==> config.mk <==
export PLATFORM = sky130hd
export DESIGN_NAME = tone_key_controller
export DESIGN_NICKNAME = d
export VERILOG_FILES = /design/src/rtl/synth_pkg.sv /design/src/rtl/key_priority_select.sv /design/src/rtl/tone_key_controller.sv
export SDC_FILE = /design/constraint.sdc
export NUM_CORES = 1
export LEC_CHECK = 0
export CORE_MARGIN = 4
export CORE_UTILIZATION = 37
export CTS_CLUSTER_SIZE = 16
export DETAILED_ROUTE_END_ITERATION = 8
export PLACE_DENSITY = 0.71
export SLEW_MARGIN = 20
export SYNTH_ARGS = -nofsm -noshare
export SYNTH_HDL_FRONTEND = slang
export SYNTH_SLANG_ARGS = --single-unit
==> constraint.sdc <==
create_clock -name clock -period 2.5 [get_ports clock]
set_input_delay 0.5 -clock clock [delete_from_list [all_inputs] [get_ports clock]]
set_output_delay 0.5 -clock clock [all_outputs]
set_load 0.01 [all_outputs]
==> src/rtl/synth_pkg.sv <==
// Shared constants and types for the tone channel: note table, FSM states,
// and the key index width used by the arbiter and the controller.
package synth_pkg;

  localparam int NUM_NOTES = 4;
  localparam int KEY_IDX_W = 2;
  localparam int DIV_W     = 32;

  // Half-periods at 50 MHz: C4, E4, G4, C5.
  localparam logic [DIV_W-1:0] NOTE_HALF_PERIOD [0:NUM_NOTES-1] = '{
    32'd95556, 32'd75843, 32'd63776, 32'd47778
  };

  typedef enum logic [1:0] {
    IDLE,
    RESTART,
    PLAY,
    GAP
  } state_t;

  // The divider ticks every N+1 cycles, so program one less than the half-period.
  function automatic logic [DIV_W-1:0] note_count_up_to(input logic [KEY_IDX_W-1:0] idx);
    return NOTE_HALF_PERIOD[idx] - 32'd1;
  endfunction

endpackage

==> src/rtl/key_priority_select.sv <==
// Combinational fixed-priority picker: the lowest-index asserted key wins.
module key_priority_select
  import synth_pkg::*;
#(
  parameter int NUM_KEYS = 4
) (
  input  logic [NUM_KEYS-1:0]  key,
  output logic                 valid,
  output logic [KEY_IDX_W-1:0] index
);

  always_comb begin
    valid = |key;
    index = '0;
    // NOTE: scanning downwards lets the lowest asserted index be the last
    // assignment; index gets a default first so no latch is inferred.
    for (int i = NUM_KEYS - 1; i >= 0; i--) begin
      if (key[i]) index = KEY_IDX_W'(i);
    end
  end

endmodule

==> src/rtl/tone_key_controller.sv <==
// Arbitrates held note keys onto one square-wave channel, programming the
// shared divider and inserting a silent gap between notes.
module tone_key_controller
  import synth_pkg::*;
#(
  parameter int NUM_KEYS   = 4,
  parameter int GAP_CYCLES = 1000
) (
  input  logic                 clock,
  input  logic                 reset,
  input  logic                 enable,
  input  logic [NUM_KEYS-1:0]  key,
  input  logic                 tick,
  output logic [DIV_W-1:0]     div_count_up_to,
  output logic                 div_reset,
  output logic                 audio_out,
  output logic                 playing,
  output logic [KEY_IDX_W-1:0] active_key
);

  localparam int GAP_W = (GAP_CYCLES > 1) ? $clog2(GAP_CYCLES) : 1;
  localparam logic [GAP_W-1:0] GAP_LOAD = GAP_W'(GAP_CYCLES - 1);

  state_t               state, state_nxt;
  logic [GAP_W-1:0]     gap_cnt, gap_cnt_nxt;
  logic [DIV_W-1:0]     count_nxt;
  logic                 audio_nxt;
  logic [KEY_IDX_W-1:0] key_nxt;
  logic                 pick_valid;
  logic [KEY_IDX_W-1:0] pick_index;
  logic                 owner_held;

  key_priority_select #(.NUM_KEYS(NUM_KEYS)) u_select (
    .key   (key),
    .valid (pick_valid),
    .index (pick_index)
  );

  assign owner_held = key[active_key];

  always_comb begin
    state_nxt   = state;
    gap_cnt_nxt = gap_cnt;
    count_nxt   = div_count_up_to;
    audio_nxt   = audio_out;
    key_nxt     = active_key;

    if (!enable) begin
      // Master disable silences everything but leaves the divider value alone.
      state_nxt   = IDLE;
      gap_cnt_nxt = '0;
      audio_nxt   = 1'b0;
      key_nxt     = '0;
    end else begin
      unique case (state)
        IDLE: begin
          if (pick_valid) begin
            key_nxt   = pick_index;
            count_nxt = note_count_up_to(pick_index);
            state_nxt = RESTART;
          end
        end
        RESTART: state_nxt = PLAY;
        PLAY: begin
          // Release outranks a coincident tick so the note ends on silence.
          if (!owner_held) begin
            state_nxt   = GAP;
            gap_cnt_nxt = GAP_LOAD;
            audio_nxt   = 1'b0;
          end else if (tick) begin
            audio_nxt = ~audio_out;
          end
        end
        GAP: begin
          if (gap_cnt == '0) begin
            if (pick_valid) begin
              key_nxt   = pick_index;
              count_nxt = note_count_up_to(pick_index);
              state_nxt = RESTART;
            end else begin
              state_nxt = IDLE;
            end
          end else begin
            gap_cnt_nxt = gap_cnt - 1'b1;
          end
        end
        default: state_nxt = IDLE;
      endcase
    end
  end

  // NOTE: state uses non-blocking assignments under a synchronous active-high
  // reset, so reset is only honoured on a clock edge.
  always_ff @(posedge clock) begin
    if (reset) begin
      state           <= IDLE;
      gap_cnt         <= '0;
      div_count_up_to <= '0;
      audio_out       <= 1'b0;
      active_key      <= '0;
    end else begin
      state           <= state_nxt;
      gap_cnt         <= gap_cnt_nxt;
      div_count_up_to <= count_nxt;
      audio_out       <= audio_nxt;
      active_key      <= key_nxt;
    end
  end

  assign div_reset = (state != PLAY);
  assign playing   = (state == PLAY);

endmodule

==> impl_results.md, run 1 <==
* Post-layout net count at between 200 and 250
* YS warnings at 0
* Routed vias at about 1500
* Post-synth EDFFs at 0
* Area of the multi-input gates at between 900 and 1000 um2
* Critical path launch point: state[1]$_SDFFE_PP0P_
* Synth Instances at slightly below 200
* Sequential area share after synthesis at 0.3068
* Final setup violation count at 0
* CP Capture Type: flop
* Fillers at between 400 and 500
* CTS Sinks at 26
* Async S/R FF share, synth at 0
* Unrepaired setup endpoints after global routing: no
* Worst hold margin at roughly 0.48 ns
* Post-CTS setup buffers at 0
* Adder-Cell Fraction of Synth Area at 0.08112
* # IOs at 45
* Post-route ant nets at 0
* First-pass DRT Iterations at 4
* Critical path class: flop to flop
* Power per cell area at around 480 nW/um2
* FMAX at roughly 460 MHz
* Clock latency at the later pin of the worst-skew pair at roughly 0.27 ns
* Port buffer count at 29
* Final TNS setup at 0 ns
* Pin count of the biggest net entering global routing at 15
* Required time worst endpoint at between 2 and 3 ns
* Reg area at roughly 520 um2
* Critical path data arrival time at roughly 2.3 ns
* Post-route DRC at 0
* H-tree depth at 1
* Drt via density at between 5 and 6
* Share of post-route cells with drive strength above 1 at 0.08969
* Compound-cell area share of the yosys netlist at 0.2412
* Vias in the first global route at roughly 1300
* Yosys reg bits at 26
* Final hold vios at 0
* FF-to-FF setup slack at about 0.32 ns
* Worst-case clock buffer depth at 2
* Post-Route Skew at just under 0.005 ns
* GPL Wtd Cong at about 0.76
* Slew HR at 0.5763
* Die W at approximately 76 um
* Fraction of the mapped netlist area in simple logic gates at 0.1895
* Min-delay worst type: flop to flop
* Setup ws final at 0.3216 ns
* Fin crit share at 0.8714
* Placed inst area at 1956 um2
* Worst R2R End: div_count_up_to[1]$_SDFFE_PP0P_
* DR WL met3 at 200 um
* Crit path to: div_count_up_to[1]$_SDFFE_PP0P_
* Detailed Place HPWL at approximately 2800 um
* P_leak at just under 0.8 nW
* Largest family of logic cells by synthesized area: compound AO/OA/AOI/OAI gates
* Routed wire length at approximately 3700 um
* GRT Util Overall at 0.1290
* Die Span Y at roughly 76 um
* Core area at 4384 um2
* Reg2reg start: state[1]$_SDFFE_PP0P_
* Pre-CTS setup slack at ~0.14 ns
* Mapped cell area at between 1500 and 2000 um2
* Clk slew on worst S/H paths at 0.10 ns
* Drt wl/cell at between 10 and 15 um
* Antenna cell count at 0
* CTS buffer count at 3
* Status: finished, final reports clean
* Die ar. at 5733 um2
* Crit path max fanout at 8
* Worst vdd ir at 0.2894 mV
* Worst slew pin tran at around 0.63 ns
* Fraction of synthesized cell area in xor and xnor cells at 0
* Final Critical Period at ~2.2 ns
* Area Overhead vs Synth at 18.51%
* CTS tree: done
* Hold-fix buffers, CTS at 0
* CTS resizes at 0
* Post-synthesis cell type count at 48
* DR WL met2 at between 1500 and 2000 um
* Final Max Tran Viols at 0
* Global-route wire length before repair at 5809 um
* Mux contribution to synthesized area at 0.02507
* Top routing layer in use: met4
* Iteration-0 DRC Markers at 65
* Cell row count at 24
* Most used DFF post-synth: dfxtp_1
* Setup crit start kind: flop
* Met1 Wirelength at ~1700 um
* Total gr overflow at 0
* Starting Density at 0.3870
* Placed cells at around 270
* Root Driver: clkbuf_8
* Final instance area at about 2000 um2
* Max Cap Viol at 0
* Reg2reg path depth at 5
* Syn avg cell area at ~8.6 um2
* Non-filler cells, final at 275
* Antenna violations before repair at 0
==> placed cells by master (no fill, tap or decap), types with 3 or more instances in the layout <==
master	netlist	layout
buf_4	21	9
a211oi_1	8	8
a31oi_1	5	5
a21oi_1	17	17
nor3_1	8	8
or4_1	4	4
and2_1	3	3
nor4_1	3	3
nand2_1	4	4
clkdlybuf4s50_1	0	29
nor2_1	7	7
nand4_1	3	3
a311oi_1	3	3
nand2b_1	3	3
conb_1	1	15
clkbuf_8	0	4
ha_1	11	11
nand3_1	6	6
o21a_1	4	4
inv_1	12	12
o21ai_0	7	7
dfxtp_1	26	26
==> critical path, stage by stage, from the launching register on <==
cell and delay, ns:
dfxtp_1 0.39, ha_1 0.26, or4b_1 0.53, o31a_1 0.37
nor2_1 0.35, a211oi_1 0.14
==> sequential cells by signal, summed over array words and instances (netlist names) <==
name,count
div_count_up_to,11
gap_cnt,10
active_key,2
state,2
audio_out,1
==> power breakdown <==
group / switching (W) / total (W) / internal (W) / leakage, nW
Sequential: 0.0000164 / 0.000452 / 0.000436 / 0.212
Combinational: 0.000122 / 0.000226 / 0.000105 / 0.528
Clock: 0.000141 / 0.000282 / 0.000141 / 0.0288
==> kinds of logic after synthesis <==
family | after synthesis
AO/OA/AOI/OAI | 60
multiplexers | 3
buffers and inverters | 42
other | 1
AND/OR/NAND/NOR | 54
adder cells (fa/ha/maj) | 11
flip-flops | 26
==> metal layers <==
layer,vias to the layer above,GRT usage
met5,-,0
met4,0,0.04854
met3,4,0.02639
met2,47,0.1985
met1,678,0.1779
li1,746,-
==> cells in the mapped netlist (all sizes together), types with 3 or more instances <==
cell	instances	area, um2
or4	4	30.03
nor3	8	40.04
o21ai	7	35.03
or3	3	28.78
nand2	4	15.01
o21a	4	30.03
dfxtp	26	520.5
inv	12	45.04
nor4	3	18.77
a211oi	8	60.06
buf	26	201.4
o31ai	3	27.52
a311oi	3	26.28
a31o	3	26.28
nand3	6	30.03
nor2	7	26.28
nand2b	3	18.77
and2	3	18.77
clkbuf	4	15.01
ha	11	137.6
a31oi	5	31.28
a21oi	17	85.08
nand4	3	18.77
==> per-stage QoR <==
step	total power, W	utilization
CTS	0.0009668	0.4586
finish	0.0009606	0.4586
detailed placement	0.0006887	0.4461
global route	0.001006	0.4586
floorplan	0.0006204	-
global placement	0.0006849	0.4461
==> worst min path at each step <==
| stage | depth (start not counted) | endpoint | from |
|---|---|---|---|
| global placement | 1 | div_count_up_to[13]$_SDFFE_PP0P_ | div_count_up_to[13]$_SDFFE_PP0P_ |
| detailed placement | 1 | div_count_up_to[13]$_SDFFE_PP0P_ | div_count_up_to[13]$_SDFFE_PP0P_ |
| CTS | 1 | div_count_up_to[13]$_SDFFE_PP0P_ | div_count_up_to[13]$_SDFFE_PP0P_ |
| floorplan | 1 | gap_cnt[0]$_SDFFE_PP0P_ | gap_cnt[0]$_SDFFE_PP0P_ |
| finish | 1 | div_count_up_to[13]$_SDFFE_PP0P_ | div_count_up_to[13]$_SDFFE_PP0P_ |
| global route | 1 | div_count_up_to[13]$_SDFFE_PP0P_ | div_count_up_to[13]$_SDFFE_PP0P_ |
==> layout make-up <==
type                       instances  area share
multi-input combinational        143      0.4810
tap                               52     0.03236
clock buffer                       4     0.02738
timing repair buffer              38      0.1780
inverter                          12     0.02240
sequential                        26      0.2589
Note: power is estimated with default switching activity, not from simulation.
==> run 2: changes to the inputs <==
Settings changed: CORE_ASPECT_RATIO set to 1.75.
==> run 2 against run 1 <==
  * Highest routed layer unchanged
  * Die area rose by 0.75%
  * Clock skew fell by 0.0022 ns
  * Largest power group unchanged
  * First-iteration DRC count decreased by 17%
  * Largest cell class unchanged
  * Non-clock buffer count stayed put
  * Fmax fell by 0.57%
  * Sequential share of layout area barely moved
  * Critical path depth unchanged
==> impl_results.md, run 2 (synthesis results as in run 1) <==
* Required time worst endpoint at 2.70 ns (+0.05 ns)
* Met2 usage at 0.2755 (+0.07702)
* P_leak at 0.7713 nW (+0.30%)
* Hold-fix buffers, CTS at 0 (unchanged)
* Non-filler cells, final at 274 (-0.36%)
* CTS resizes at 0 (unchanged)
* H-tree depth at 1 (unchanged)
* Post-route ant nets at 0 (unchanged)
* # IOs at 45 (unchanged)
* Critical path class: input pin to flop
* Setup crit start kind: input pin
* Antenna cell count at 0 (unchanged)
* Area Overhead vs Synth at 18.44% (about the same)
* Reg area at 520.5 um2 (unchanged)
* Core area at 4404 um2 (+0.46%)
* Slew HR at 0.6058 (+0.02954)
* Antenna violations before repair at 0 (unchanged)
* Max Cap Viol at 0 (unchanged)
* Power per cell area at 476.0 nW/um2 (-0.37%)
* Clk slew on worst S/H paths at 0.09 ns (about the same)
* Seq pwr share at 0.473 (+0.002)
* Drt via density at 5.588 (+4.2%)
* Post-Route Skew at 0.002714 ns (-0.002191 ns)
* CTS buffer count at 3 (unchanged)
* Pin count of the biggest net entering global routing at 15 (unchanged)
* Worst vdd ir at 0.3075 mV (+6.2%)
* Detailed Place HPWL at 3160 um (+13%)
* Unrepaired setup endpoints after global routing: no
* Total gr overflow at 0 (unchanged)
* GRT met1 Usage at 0.1430 (-0.03496)
* Post-CTS setup buffers at 0 (unchanged)
* Share of post-route cells with drive strength above 1 at 0.08969 (unchanged)
* Post-layout net count at 243 (unchanged)
* Starting Density at 0.3852 (-0.001759)
* Die ar. at 5776 um2 (+0.75%)
* Crit path max fanout at 6 (-2)
* Global routing's busiest layer: met2
* Most frequent cells in the layout: 29 x clkdlybuf4s50_1, 26 x dfxtp_1, 17 x a21oi_1
* Final Critical Period at 2.191 ns (+0.01247 ns)
* Regs by FF count: div_count_up_to (11), gap_cnt (10)
* First-pass DRT Iterations at 4 (unchanged)
* Placed cells at 270 (-0.37%)
* Routed wire length at 4015 um (+9.3%)
* GRT Util Overall at 0.1429 (+0.01391)
* Final setup violation count at 0 (unchanged)
* Fin crit share at 0.8764 (+0.004989)
* Largest reg by FF count: div_count_up_to
* CP Capture Type: flop
* Clock network fraction of total power at 0.288 (-0.005)
* Status: finished, final reports clean
* FMAX at 456.4 MHz (-0.57%)
* CTS tree: done
* Max reg flops at 11 (unchanged)
* CTS Sinks at 26 (unchanged)
* Comb power frac at 0.239 (+0.003)
* Sw Pwr at 0.0002760 W (-1.1%)
* Pwr Total at 0.0009564 W (-0.44%)
* Worst slew pin tran at 0.5867 ns (-0.04397 ns)
* Worst-case clock buffer depth at 2 (unchanged)
* GPL Wtd Cong at 0.8197 (+7.7%)
* Area of the multi-input gates at 967.2 um2 (unchanged)
* Placed inst area at 1954 um2 (about the same)
* Final TNS setup at 0 ns (unchanged)
* Vias in the first global route at 1459 (+14%)
* Critical path data arrival time at 2.39 ns (+0.06 ns)
* Commonest non-fill, non-tap cell in the layout: clkdlybuf4s50_1
* Final instance area at 2009 um2 (about the same)
* Die W at 59.19 um (-22%)
* Die Span Y at 97.58 um (+29%)
* Routed vias at 1531 (+3.8%)
* Global-route wire length before repair at 6617 um (+14%)
* Min-delay worst type: flop to flop
* Internal Power at 0.0006804 W (-0.18%)
* Sw frac at 0.2886 (-0.001809)
* Drt wl/cell at 14.65 um (+9.7%)
* Clock latency at the later pin of the worst-skew pair at 0.27 ns (about the same)
* Port buffer count at 29 (unchanged)
* Iteration-0 DRC Markers at 54 (-17%)
* Cell row count at 32 (+33%)
* Final Max Tran Viols at 0 (unchanged)
* Fillers at 458 (+4.8%)
* Final hold vios at 0 (unchanged)
* Met3 Usage GRT at 0.01995 (-0.006438)
* Post-route DRC at 0 (unchanged)
* Root Driver: clkbuf_8
## run 2: cell counts in the layout (fill, tap and decap cells not counted)
Identical to the previous run, type by type.
## run 2: area by class of cell
cell class                 instances  share of cell area
multi-input combinational        143              0.4813
sequential                        26              0.2590
inverter                          12             0.02242
tap                               51             0.03176
clock buffer                       4             0.02740
timing repair buffer              38              0.1781
## run 2: final timing paths
check / startpoint / to / slack [ns] / cells past startpoint
setup / recovery: key[2] / gap_cnt[2]$_SDFFE_PP0P_ / 0.31 / 5
setup reg to reg: gap_cnt[0]$_SDFFE_PP0P_ / gap_cnt[0]$_SDFFE_PP0P_ / 0.35 / 6
hold / removal: div_count_up_to[13]$_SDFFE_PP0P_ / div_count_up_to[13]$_SDFFE_PP0P_ / 0.48 / 1
hold reg to reg: div_count_up_to[13]$_SDFFE_PP0P_ / div_count_up_to[13]$_SDFFE_PP0P_ / 0.48 / 1
## run 2: metal layers
layer	share of wire	up-vias	wire length (um)
li1	-	745	-
met5	0	-	0
met3	0.044	6	175
met1	0.36	738	1462
met2	0.58	42	2320
met4	0.014	0	56
## run 2: stage by stage
| step | setup WS [ns] | util | hold WS (ns) |
|---|---|---|---|
| after CTS | 0.3279 | 0.4563 | 0.4870 |
| after floorplan | 0.5082 | - | 0.4766 |
| after detailed placement | 0.1069 | 0.4438 | 0.4599 |
| final | 0.3091 | 0.4563 | 0.4773 |
| after global placement | 0.1471 | 0.4438 | 0.4563 |
| after global routing | 0.1805 | 0.4563 | 0.5049 |
## run 2: worst max-delay path: stages
cell and delay [ns]:
clkdlybuf4s50_1 0.49, mux2i_1 0.36, o221ai_1 0.33, or4_1 0.55
a31oi_1 0.17
## run 2: power groups by stage
stage          sequential [W]  clock, W  combinational (W)
5_1_grt              0.000456  0.000293           0.000253
2_1_floorplan        0.000466         0           0.000155
6_report             0.000452  0.000275           0.000229
3_3_place_gp         0.000462         0           0.000225
4_1_cts              0.000453  0.000280           0.000229
3_5_place_dp         0.000462         0           0.000228
